<file path="src/rtl/seq_alu.sv">
// seq_alu: registered EX-stage ALU with an iterative signed multiplier and an
// optional iterative unsigned divider.
//
// Single-cycle ops (AND, OR, ADD, SUB, SLT, NOR, undefined codes) write their
// outputs at the accepting edge and keep ready_o high, so one result per
// cycle is possible. MUL (and DIVU when built) run one bit per cycle for WIDTH
// cycles with ready_o low, then write outputs and pulse done_o.
//
// Optional feature macro: SEQ_ALU_DIVU_EN
//   defined   : opcode 9 is an iterative unsigned divide (DIV state built)
//   undefined : opcode 9 behaves as an undefined single-cycle code
//
// Ports:
//   clk_i        clock, rising edge
//   rst_i        synchronous active-high reset
//   valid_i      operation request, accepted when ready_o is high
//   ready_o      block can accept a new operation (IDLE)
//   ctl_i        4-bit operation code
//   a_i, b_i     two's-complement operands
//   result_o     result / MUL low product / DIVU quotient
//   result_hi_o  MUL high product / DIVU remainder / else 0
//   zero_o       result_o == 0
//   overflow_o   ADD/SUB signed overflow, MUL not representable, DIVU by 0
//   done_o       one-cycle pulse: outputs just updated

module seq_alu #(
    parameter int unsigned WIDTH = 32
) (
    input  logic             clk_i,
    input  logic             rst_i,
    input  logic             valid_i,
    output logic             ready_o,
    input  logic [3:0]       ctl_i,
    input  logic [WIDTH-1:0] a_i,
    input  logic [WIDTH-1:0] b_i,
    output logic [WIDTH-1:0] result_o,
    output logic [WIDTH-1:0] result_hi_o,
    output logic             zero_o,
    output logic             overflow_o,
    output logic             done_o
);

    localparam int unsigned CNT_W = $clog2(WIDTH) + 1;
    localparam int unsigned PW    = 2 * WIDTH;

    localparam logic [3:0] OP_AND  = 4'd0;
    localparam logic [3:0] OP_OR   = 4'd1;
    localparam logic [3:0] OP_ADD  = 4'd2;
    localparam logic [3:0] OP_SUB  = 4'd6;
    localparam logic [3:0] OP_SLT  = 4'd7;
    localparam logic [3:0] OP_MUL  = 4'd8;
    localparam logic [3:0] OP_NOR  = 4'd12;
`ifdef SEQ_ALU_DIVU_EN
    localparam logic [3:0] OP_DIVU = 4'd9;
`endif

    typedef enum logic [1:0] {
        S_IDLE = 2'd0,
        S_MUL  = 2'd1
`ifdef SEQ_ALU_DIVU_EN
        ,
        S_DIV  = 2'd2
`endif
    } state_t;

    state_t           state;
    state_t           state_nx;
    logic [CNT_W-1:0] cnt;
    logic [CNT_W-1:0] cnt_nx;
    logic             last;
    logic             accept;

    // Iteration registers: MUL uses {hi,lo} as the shifting product with
    // the multiplier in lo; DIVU uses hi as partial remainder, lo as quotient.
    logic [WIDTH-1:0] opm;
    logic [WIDTH-1:0] hi;
    logic [WIDTH-1:0] lo;
    logic             neg;

    logic [WIDTH-1:0] a_mag;
    logic [WIDTH-1:0] b_mag;

    logic [WIDTH-1:0] sc_res;
    logic             sc_ovf;
    logic [WIDTH-1:0] sum;
    logic [WIDTH-1:0] dif;

    logic [WIDTH:0]   mul_sum;
    logic [PW-1:0]    mul_prod;
    logic [PW-1:0]    mul_fin;
    logic [WIDTH:0]   mul_top;
    logic             mul_ovf;

`ifdef SEQ_ALU_DIVU_EN
    logic [WIDTH-1:0] dvd;
    logic             dz;
    logic [WIDTH:0]   rem_sh;
    logic [WIDTH:0]   rem_dif;
    logic             q_bit;
    logic [WIDTH-1:0] rem_nx;
    logic [WIDTH-1:0] quo_nx;
`endif

    logic             ready_q;
    logic [WIDTH-1:0] result_q;
    logic [WIDTH-1:0] result_hi_q;
    logic             zero_q;
    logic             ovf_q;
    logic             done_q;

    assign ready_o     = ready_q;
    assign result_o    = result_q;
    assign result_hi_o = result_hi_q;
    assign zero_o      = zero_q;
    assign overflow_o  = ovf_q;
    assign done_o      = done_q;

    assign accept = valid_i & ready_q;
    assign cnt_nx = cnt + CNT_W'(1);
    assign last   = (cnt_nx == CNT_W'(WIDTH));

    // Operand magnitudes; |most negative| fits in WIDTH unsigned bits.
    assign a_mag = a_i[WIDTH-1] ? (~a_i + WIDTH'(1)) : a_i;
    assign b_mag = b_i[WIDTH-1] ? (~b_i + WIDTH'(1)) : b_i;

    // State register
    always_ff @(posedge clk_i) begin
        if (rst_i) begin
            state <= S_IDLE;
        end else begin
            state <= state_nx;
        end
    end

    // Next-state logic
    always_comb begin
        state_nx = state;
        case (state)
            S_IDLE: begin
                if (accept && (ctl_i == OP_MUL)) begin
                    state_nx = S_MUL;
                end
`ifdef SEQ_ALU_DIVU_EN
                else if (accept && (ctl_i == OP_DIVU)) begin
                    state_nx = S_DIV;
                end
`endif
            end
            S_MUL: begin
                if (last) state_nx = S_IDLE;
            end
`ifdef SEQ_ALU_DIVU_EN
            S_DIV: begin
                if (last) state_nx = S_IDLE;
            end
`endif
            default: state_nx = S_IDLE;
        endcase
    end

    // Single-cycle result and overflow
    always_comb begin
        sum    = a_i + b_i;
        dif    = a_i - b_i;
        sc_res = '0;
        sc_ovf = 1'b0;
        case (ctl_i)
            OP_AND: sc_res = a_i & b_i;
            OP_OR:  sc_res = a_i | b_i;
            OP_ADD: begin
                sc_res = sum;
                sc_ovf = (a_i[WIDTH-1] == b_i[WIDTH-1]) && (sum[WIDTH-1] != a_i[WIDTH-1]);
            end
            OP_SUB: begin
                sc_res = dif;
                sc_ovf = (a_i[WIDTH-1] != b_i[WIDTH-1]) && (dif[WIDTH-1] != a_i[WIDTH-1]);
            end
            OP_SLT: sc_res = {{(WIDTH-1){1'b0}}, ($signed(a_i) < $signed(b_i))};
            OP_NOR: sc_res = ~(a_i | b_i);
            default: begin
                sc_res = '0;
                sc_ovf = 1'b0;
            end
        endcase
    end

    // One shift-add step; sign applied to the full product at the last step
    always_comb begin
        mul_sum  = {1'b0, hi} + (lo[0] ? {1'b0, opm} : '0);
        mul_prod = {mul_sum, lo[WIDTH-1:1]};
        mul_fin  = neg ? (~mul_prod + PW'(1)) : mul_prod;
        mul_top  = mul_fin[PW-1:WIDTH-1];
        mul_ovf  = ~((&mul_top) | ~(|mul_top));
    end

`ifdef SEQ_ALU_DIVU_EN
    // One restoring-division step
    always_comb begin
        rem_sh  = {hi, lo[WIDTH-1]};
        rem_dif = rem_sh - {1'b0, opm};
        q_bit   = ~rem_dif[WIDTH];
        rem_nx  = q_bit ? rem_dif[WIDTH-1:0] : rem_sh[WIDTH-1:0];
        quo_nx  = {lo[WIDTH-2:0], q_bit};
    end
`endif

    // Datapath and output registers
    always_ff @(posedge clk_i) begin
        if (rst_i) begin
            cnt         <= '0;
            opm         <= '0;
            hi          <= '0;
            lo          <= '0;
            neg         <= 1'b0;
`ifdef SEQ_ALU_DIVU_EN
            dvd         <= '0;
            dz          <= 1'b0;
`endif
            ready_q     <= 1'b1;
            result_q    <= '0;
            result_hi_q <= '0;
            zero_q      <= 1'b1;
            ovf_q       <= 1'b0;
            done_q      <= 1'b0;
        end else begin
            done_q  <= 1'b0;
            ready_q <= (state_nx == S_IDLE);
            case (state)
                S_IDLE: begin
                    if (accept) begin
                        cnt <= '0;
                        if (ctl_i == OP_MUL) begin
                            opm <= a_mag;
                            hi  <= '0;
                            lo  <= b_mag;
                            neg <= a_i[WIDTH-1] ^ b_i[WIDTH-1];
                        end
`ifdef SEQ_ALU_DIVU_EN
                        else if (ctl_i == OP_DIVU) begin
                            opm <= b_i;
                            hi  <= '0;
                            lo  <= a_i;
                            dvd <= a_i;
                            dz  <= (b_i == '0);
                        end
`endif
                        else begin
                            result_q    <= sc_res;
                            result_hi_q <= '0;
                            zero_q      <= (sc_res == '0);
                            ovf_q       <= sc_ovf;
                            done_q      <= 1'b1;
                        end
                    end
                end
                S_MUL: begin
                    cnt      <= cnt_nx;
                    {hi, lo} <= mul_prod;
                    if (last) begin
                        result_q    <= mul_fin[WIDTH-1:0];
                        result_hi_q <= mul_fin[PW-1:WIDTH];
                        zero_q      <= (mul_fin[WIDTH-1:0] == '0);
                        ovf_q       <= mul_ovf;
                        done_q      <= 1'b1;
                    end
                end
`ifdef SEQ_ALU_DIVU_EN
                S_DIV: begin
                    cnt <= cnt_nx;
                    hi  <= rem_nx;
                    lo  <= quo_nx;
                    if (last) begin
                        // Divide by zero still iterates; result is forced here.
                        if (dz) begin
                            result_q    <= '1;
                            result_hi_q <= dvd;
                            zero_q      <= 1'b0;
                            ovf_q       <= 1'b1;
                        end else begin
                            result_q    <= quo_nx;
                            result_hi_q <= rem_nx;
                            zero_q      <= (quo_nx == '0);
                            ovf_q       <= 1'b0;
                        end
                        done_q <= 1'b1;
                    end
                end
`endif
                default: begin
                    cnt <= '0;
                end
            endcase
        end
    end

endmodule
</file>
<file path="config.mk">
export PLATFORM = sky130hd
export DESIGN_NAME = seq_alu
export DESIGN_NICKNAME = d
export VERILOG_FILES = /design/src/rtl/seq_alu.sv
export SDC_FILE = /design/constraint.sdc
export NUM_CORES = 1
export LEC_CHECK = 0
export CORE_UTILIZATION = 35
export CTS_CLUSTER_SIZE = 25
export DETAILED_ROUTE_END_ITERATION = 7
export PLACE_DENSITY = 0.62
export SLEW_MARGIN = 20
export SYNTH_ARGS = -nofsm -noshare
export SYNTH_HDL_FRONTEND = slang
export SYNTH_SLANG_ARGS = --single-unit
</file>
<file path="constraint.sdc">
create_clock -name clk_i -period 6 [get_ports clk_i]
set_input_delay 1.8 -clock clk_i [delete_from_list [all_inputs] [get_ports clk_i]]
set_output_delay 1.8 -clock clk_i [all_outputs]
set_load 0.03 [all_outputs]
</file>
# Word-level counts from Yosys, hierarchy flattened
# Index checks and enable logic that the tools add are counted.
[totals]
reg_bits = 173
inputBits = 71
out_inout_bits = 68
elab_cells = 98
[classes]
reduce_logical = 14
n_lt_le_gt_ge = 1
addsub = 7
eq_ne = 16
n_bitwise = 11
n_mux = 37
[op_table]
columns = ["cell", "n"]
rows = [
  ["$mux W32", 13],
  ["$pmux W32 S2", 4],
  ["$pmux W32 S6", 1],
  ["$not A32 Y32", 3],
  ["$add A32 B1 Y32 const B", 2],
  ["$add A64 B1 Y64 const B", 1],
  ["$logic_not A32 Y1", 2],
  ["$mux W64", 1],
  ["$not A64 Y64", 1],
  ["$add A32 B32 Y33", 1],
  ["$reduce_and A33 Y1", 1],
  ["$reduce_or A33 Y1", 1],
  ["$add A32 B32 Y32", 1],
  ["$and A32 B32 Y32", 1],
  ["$lt A32 B32 Y1", 1],
  ["$or A32 B32 Y32", 1],
  ["$sub A32 B32 Y32", 1],
  ["$pmux W6 S2", 1],
  ["$mux W1", 9],
  ["$eq A4 B3 Y1 const B", 2],
  ["$eq A4 B4 Y1 const B", 2],
  ["$ne A2 B2 Y1 const B", 4],
  ["$pmux W1 S2", 4],
  ["$add A6 B1 Y6 const B", 1],
  ["other kinds (19)", 27],
]

# Longest topological paths before layout
# Gate-level depths: netlist of run 1.
[depth]
word_depth = 11
mapped_depth = 20
mapped_depth_nobuf = 18

# Worst setup path after synthesis of run 1
# OpenSTA, ideal clock, no wires.
[synth_timing]
path_kind = "input -> register"
startpoint = "in a_i[0]"
endpoint = "reg zero_q (netlist: zero_o)"
arrival_time_ns = 5.469
setup_time_ns = 0.059
n_path_buf = 0
stages = 16
slack_ns = 0.472
required_ns = 5.941
cell_sequence = "ha_1 fa_1 a21o_1 a21oi_1 nor2_1 a21oi_1 xor2_1 o21ai_0 or3b_2 or4_1 or3_1 nor4_1 nand4_1 or3_1 nor4b_1 a31o_2"
[synth_via]
elab_chain_len = 7
word_cells_on_any_way = 11
[synth_lines]
columns = ["item", "line_no", "source"]
rows = [
  ["start: declaration", "34", "input logic [WIDTH-1:0] a_i,"],
  ["parallel branches: the longest is 2 deep, another holds $sub A32 B32 Y32", "n/a", ""],
  ["$pmux W32 S6 *", "167", "case (ctl_i)"],
  ["$logic_not A32 Y1 *", "250", "zero_q <= (sc_res == '0);"],
  ["$mux W1 *", "232", "if (ctl_i == OP_MUL) begin"],
  ["$mux W1 *", "230", "if (accept) begin"],
  ["$pmux W1 S2 *", "228", "case (state)"],
  ["end signal: assignment", "250", ""],
  ["end signal: assignment", "262", "zero_q <= (mul_fin[WIDTH-1:0] == '0);"],
  ["end: declaration", "107", "logic zero_q;"],
]
# Mark *: on every way between the ends. The select of a mux whose other input is x is not followed.
# A chain may end at the register's enable or synchronous reset.

# Worst setup path after layout of run 1
# Ends and elaborated chain as after synthesis.

==> results of run 1 <==
critical path, delay by kind of cell:
| family | cells | cell delay (ns) |
|---|---|---|
| buffers and inverters | 5 | 0.89 |
| AOI/OAI and AO/OA | 4 | 0.57 |
| xor gates and xnor gates | 1 | 0.16 |
| adders and majority gates | 2 | 0.40 |
| and+or+nand+nor | 9 | 2.35 |
cell type report:
cell class                      count  area (sq um)
Fill cell                        4396         24600
Multi-Input combinational cell   1732         11600
Sequential cell                   173          3460
Timing Repair Buffer              360          3060
Tap cell                          592           741
Clock buffer                       20           437
Inverter                          105           394
Clock inverter                     12           149
kinds of logic after synthesis:
| logic type | count (synthesis) |
|---|---|
| xor gates and xnor gates | 172 |
| DFF | 173 |
| buffers and inverters | 240 |
| adders and majority gates | 135 |
| muxes | 9 |
| other | 1 |
| AOI/OAI and AO/OA | 683 |
| and+or+nand+nor | 732 |
synth_stat cells, types with 18 or more instances:
library cell    n  area share [%]
a21o_1         29             1.4
nand2b_1       23            0.91
nand4_1        27             1.1
a22oi_1        56             2.7
clkbuf_1      118             2.8
ha_1          132              10
o41ai_1        18            0.99
o31ai_1        38             1.8
a221oi_1       34             1.9
or3_1          33             1.3
and2_1         34             1.3
nand2_1       130             3.1
nor3_1         32             1.0
a21oi_1       152             4.8
o21ai_0       125             3.9
o211ai_1       21            0.99
xor2_1         51             2.8
a211oi_1       66             3.1
nor4_1         25            0.99
a222oi_1       28             1.8
nand3_1        43             1.4
nor2_1        305             7.2
inv_1         105             2.5
or4_1          20            0.95
dfxtp_1       173              22
xnor2_1       120             6.6
worst paths after layout:
path | from | endpoint | slack (ns) | cells past startpoint
worst min-delay path | opm[0] | opm[0] | 0.45 | 2
worst max-delay path | a_i[0] | zero_o | 0.20 | 21
worst max register to register | lo[0] | overflow_o | 0.49 | 18
worst min register to register | opm[0] | opm[0] | 0.45 | 2
report_power, final:
group	switching, mW	internal [mW]	leakage (nW)
Sequential	0.0112	1.16	1.40
Clock	0.507	0.627	0.289
Combinational	0.504	0.386	6.40
sequential cells by signal, indices dropped and copies added (netlist names):
signal       flops
hi              32
lo              32
opm             32
result_hi_o     32
result_o        32
cnt              6
state            2
done_o           1
neg              1
overflow_o       1
ready_o          1
zero_o           1
stage by stage:
step	hold WS (ns)	setup TNS (ns)	utilization, %
2_1_floorplan	0.432	0	-
3_3_place_gp	0.443	-0.711	43.2
3_5_place_dp	0.443	-0.846	43.2
4_1_cts	0.453	0	44.5
5_1_grt	0.469	-0.0154	44.7
6_report	0.454	0	44.7
routing by layer:
| metal | GRT usage, % | up-vias | share of wire (%) |
|---|---|---|---|
| li1 | - | 8348 | - |
| met1 | 32.2 | 8122 | 45 |
| met2 | 40.1 | 632 | 46 |
| met3 | 3.47 | 90 | 6.0 |
| met4 | 8.88 | 0 | 3.0 |
| met5 | 0 | - | 0 |
==> results.cfg, run 1 <==
[sta]
hold_violations = 0
fin_crit_ns = 5.80
fin_ws_ns = 0.201
final_max_slew_viol_count = 0
relSlewSlack_pct = 32.8
fin_worst_skew_ns = 0.0121
max_clock_freq_mhz = 172
post-route-period-util_pct = 96.6
setup_viol = 0
worst_pin_slew_ns = 0.993

[synthesis]
synth_top_family_by_area = compound AO/OA/AOI/OAI gates
ys_ff_latch = 173
yosysSeqAreaShare_pct = 21.8
syn_inst = 2145
yosys_warnings = 0
synthArstFlopShare_pct = 0
synth-main-ff-cell = dfxtp_1
synthMuxAreaShare_pct = 0.568
synth_xor_area_share_pct = 9.54
synth_compound_area_share_pct = 29.4
syn_area_per_cell_sq_um = 7.40
synthSimpleGateAreaFrac_pct = 22.1
yosysUniqueCellTypes = 88
synth_nets = 2351
synth_fa_ha_area_share_pct = 10.8
synth-edff-count = 0
synth_area_sq_um = 15900

[layout]
drive_gt1_share_pct = 12.9
area_delta_synth_final_pct = 25.1
layout_commonest_cell = nor2_1
final_cell_mix = nor2_1, buf_4, dfxtp_1
diodes = 0
final_nets = 2595
finalNonFillerCells = 2994
fin_area_sq_um = 19800

[pwr]
vdd_drop_max_uv = 186
power_leakage_nw = 8.08
p_total_mw = 3.19
powerDensity_nw_per_um2 = 161

[clock_network]
cts.repair.resized = 0
tritoncts = yes
insertion_delay_ns = 0.45
htreeDepth = 4
clock_sinks = 173
cts_buffers = 17
post-cts-setup-buffers = 0
clock-root-buffer = clkbuf_16
clk_pin_slew_ns = 0.07
cts_hold_buffers = 0
clockBufferDepth = 2

[setup_path]
path_class = in -> reg
slowest_delay_ns = 0.49
slowest_stage = clkdlybuf4s50_1
crit_path_end_kind = flip-flop
critPathMaxFanout = 2
worstPathRequired_ns = 6.40
cp-start-kind = input port
cp_data_arrival_time_ns = 6.20
cp_cell_sequence = clkdlybuf4s50_1 -> buf_4 -> inv_1 -> ha_1 -> inv_1 -> fa_2 -> nand2b_1 -> a21oi_2 -> nor2_1 -> a21oi_1 -> xor2_1 -> o21ai_1 -> or3b_2 -> or4_1 -> or3_4 -> nor4_2 -> buf_4 -> nand4_1 -> or3_4 -> nor4b_4 -> a31o_2

[global_routing]
grt_pass1_wl_um = 89600
grt_max_degree = 103
grt_pass1_vias = 16181
grtUsageTotal_pct = 24.4
gr-total-overflow = 0
antenna_found_initial = 0

[floorplan]
io_pins = 139
start_util_pct = 35.7
chipWidth_um = 215
coreArea_sq_um = 44400
rows = 77
die_y_um = 215
dieArea_sq_um = 46200

[detailed_routing]
vias = 17192
firstDrtPassIters = 7
drc = 0
vias_per_cell = 5.74
antenna_left = 0
wire_per_inst_um = 19.3
drt_iter0_markers = 2101
wl_um = 57800

[placed_design]
place_hpwl_um = 45800
gp_congestion = 0.963
postPlaceCellArea_sq_um = 19200
portBuffers = 138
dp_slack_ns = -0.422
place_inst = 2962

[min_path]
hold_path_class = reg -> reg

[outcome]
status = completed

[run]
drv_cap = 0
No activity file was read; power rests on OpenSTA's default activity.
==> run 2: changes to the inputs <==
- CTS_CLUSTER_SIZE: 25 -> 8
==> results of run 2 <==
The final DEF is identical to that of run 1; final timing and power are the same.
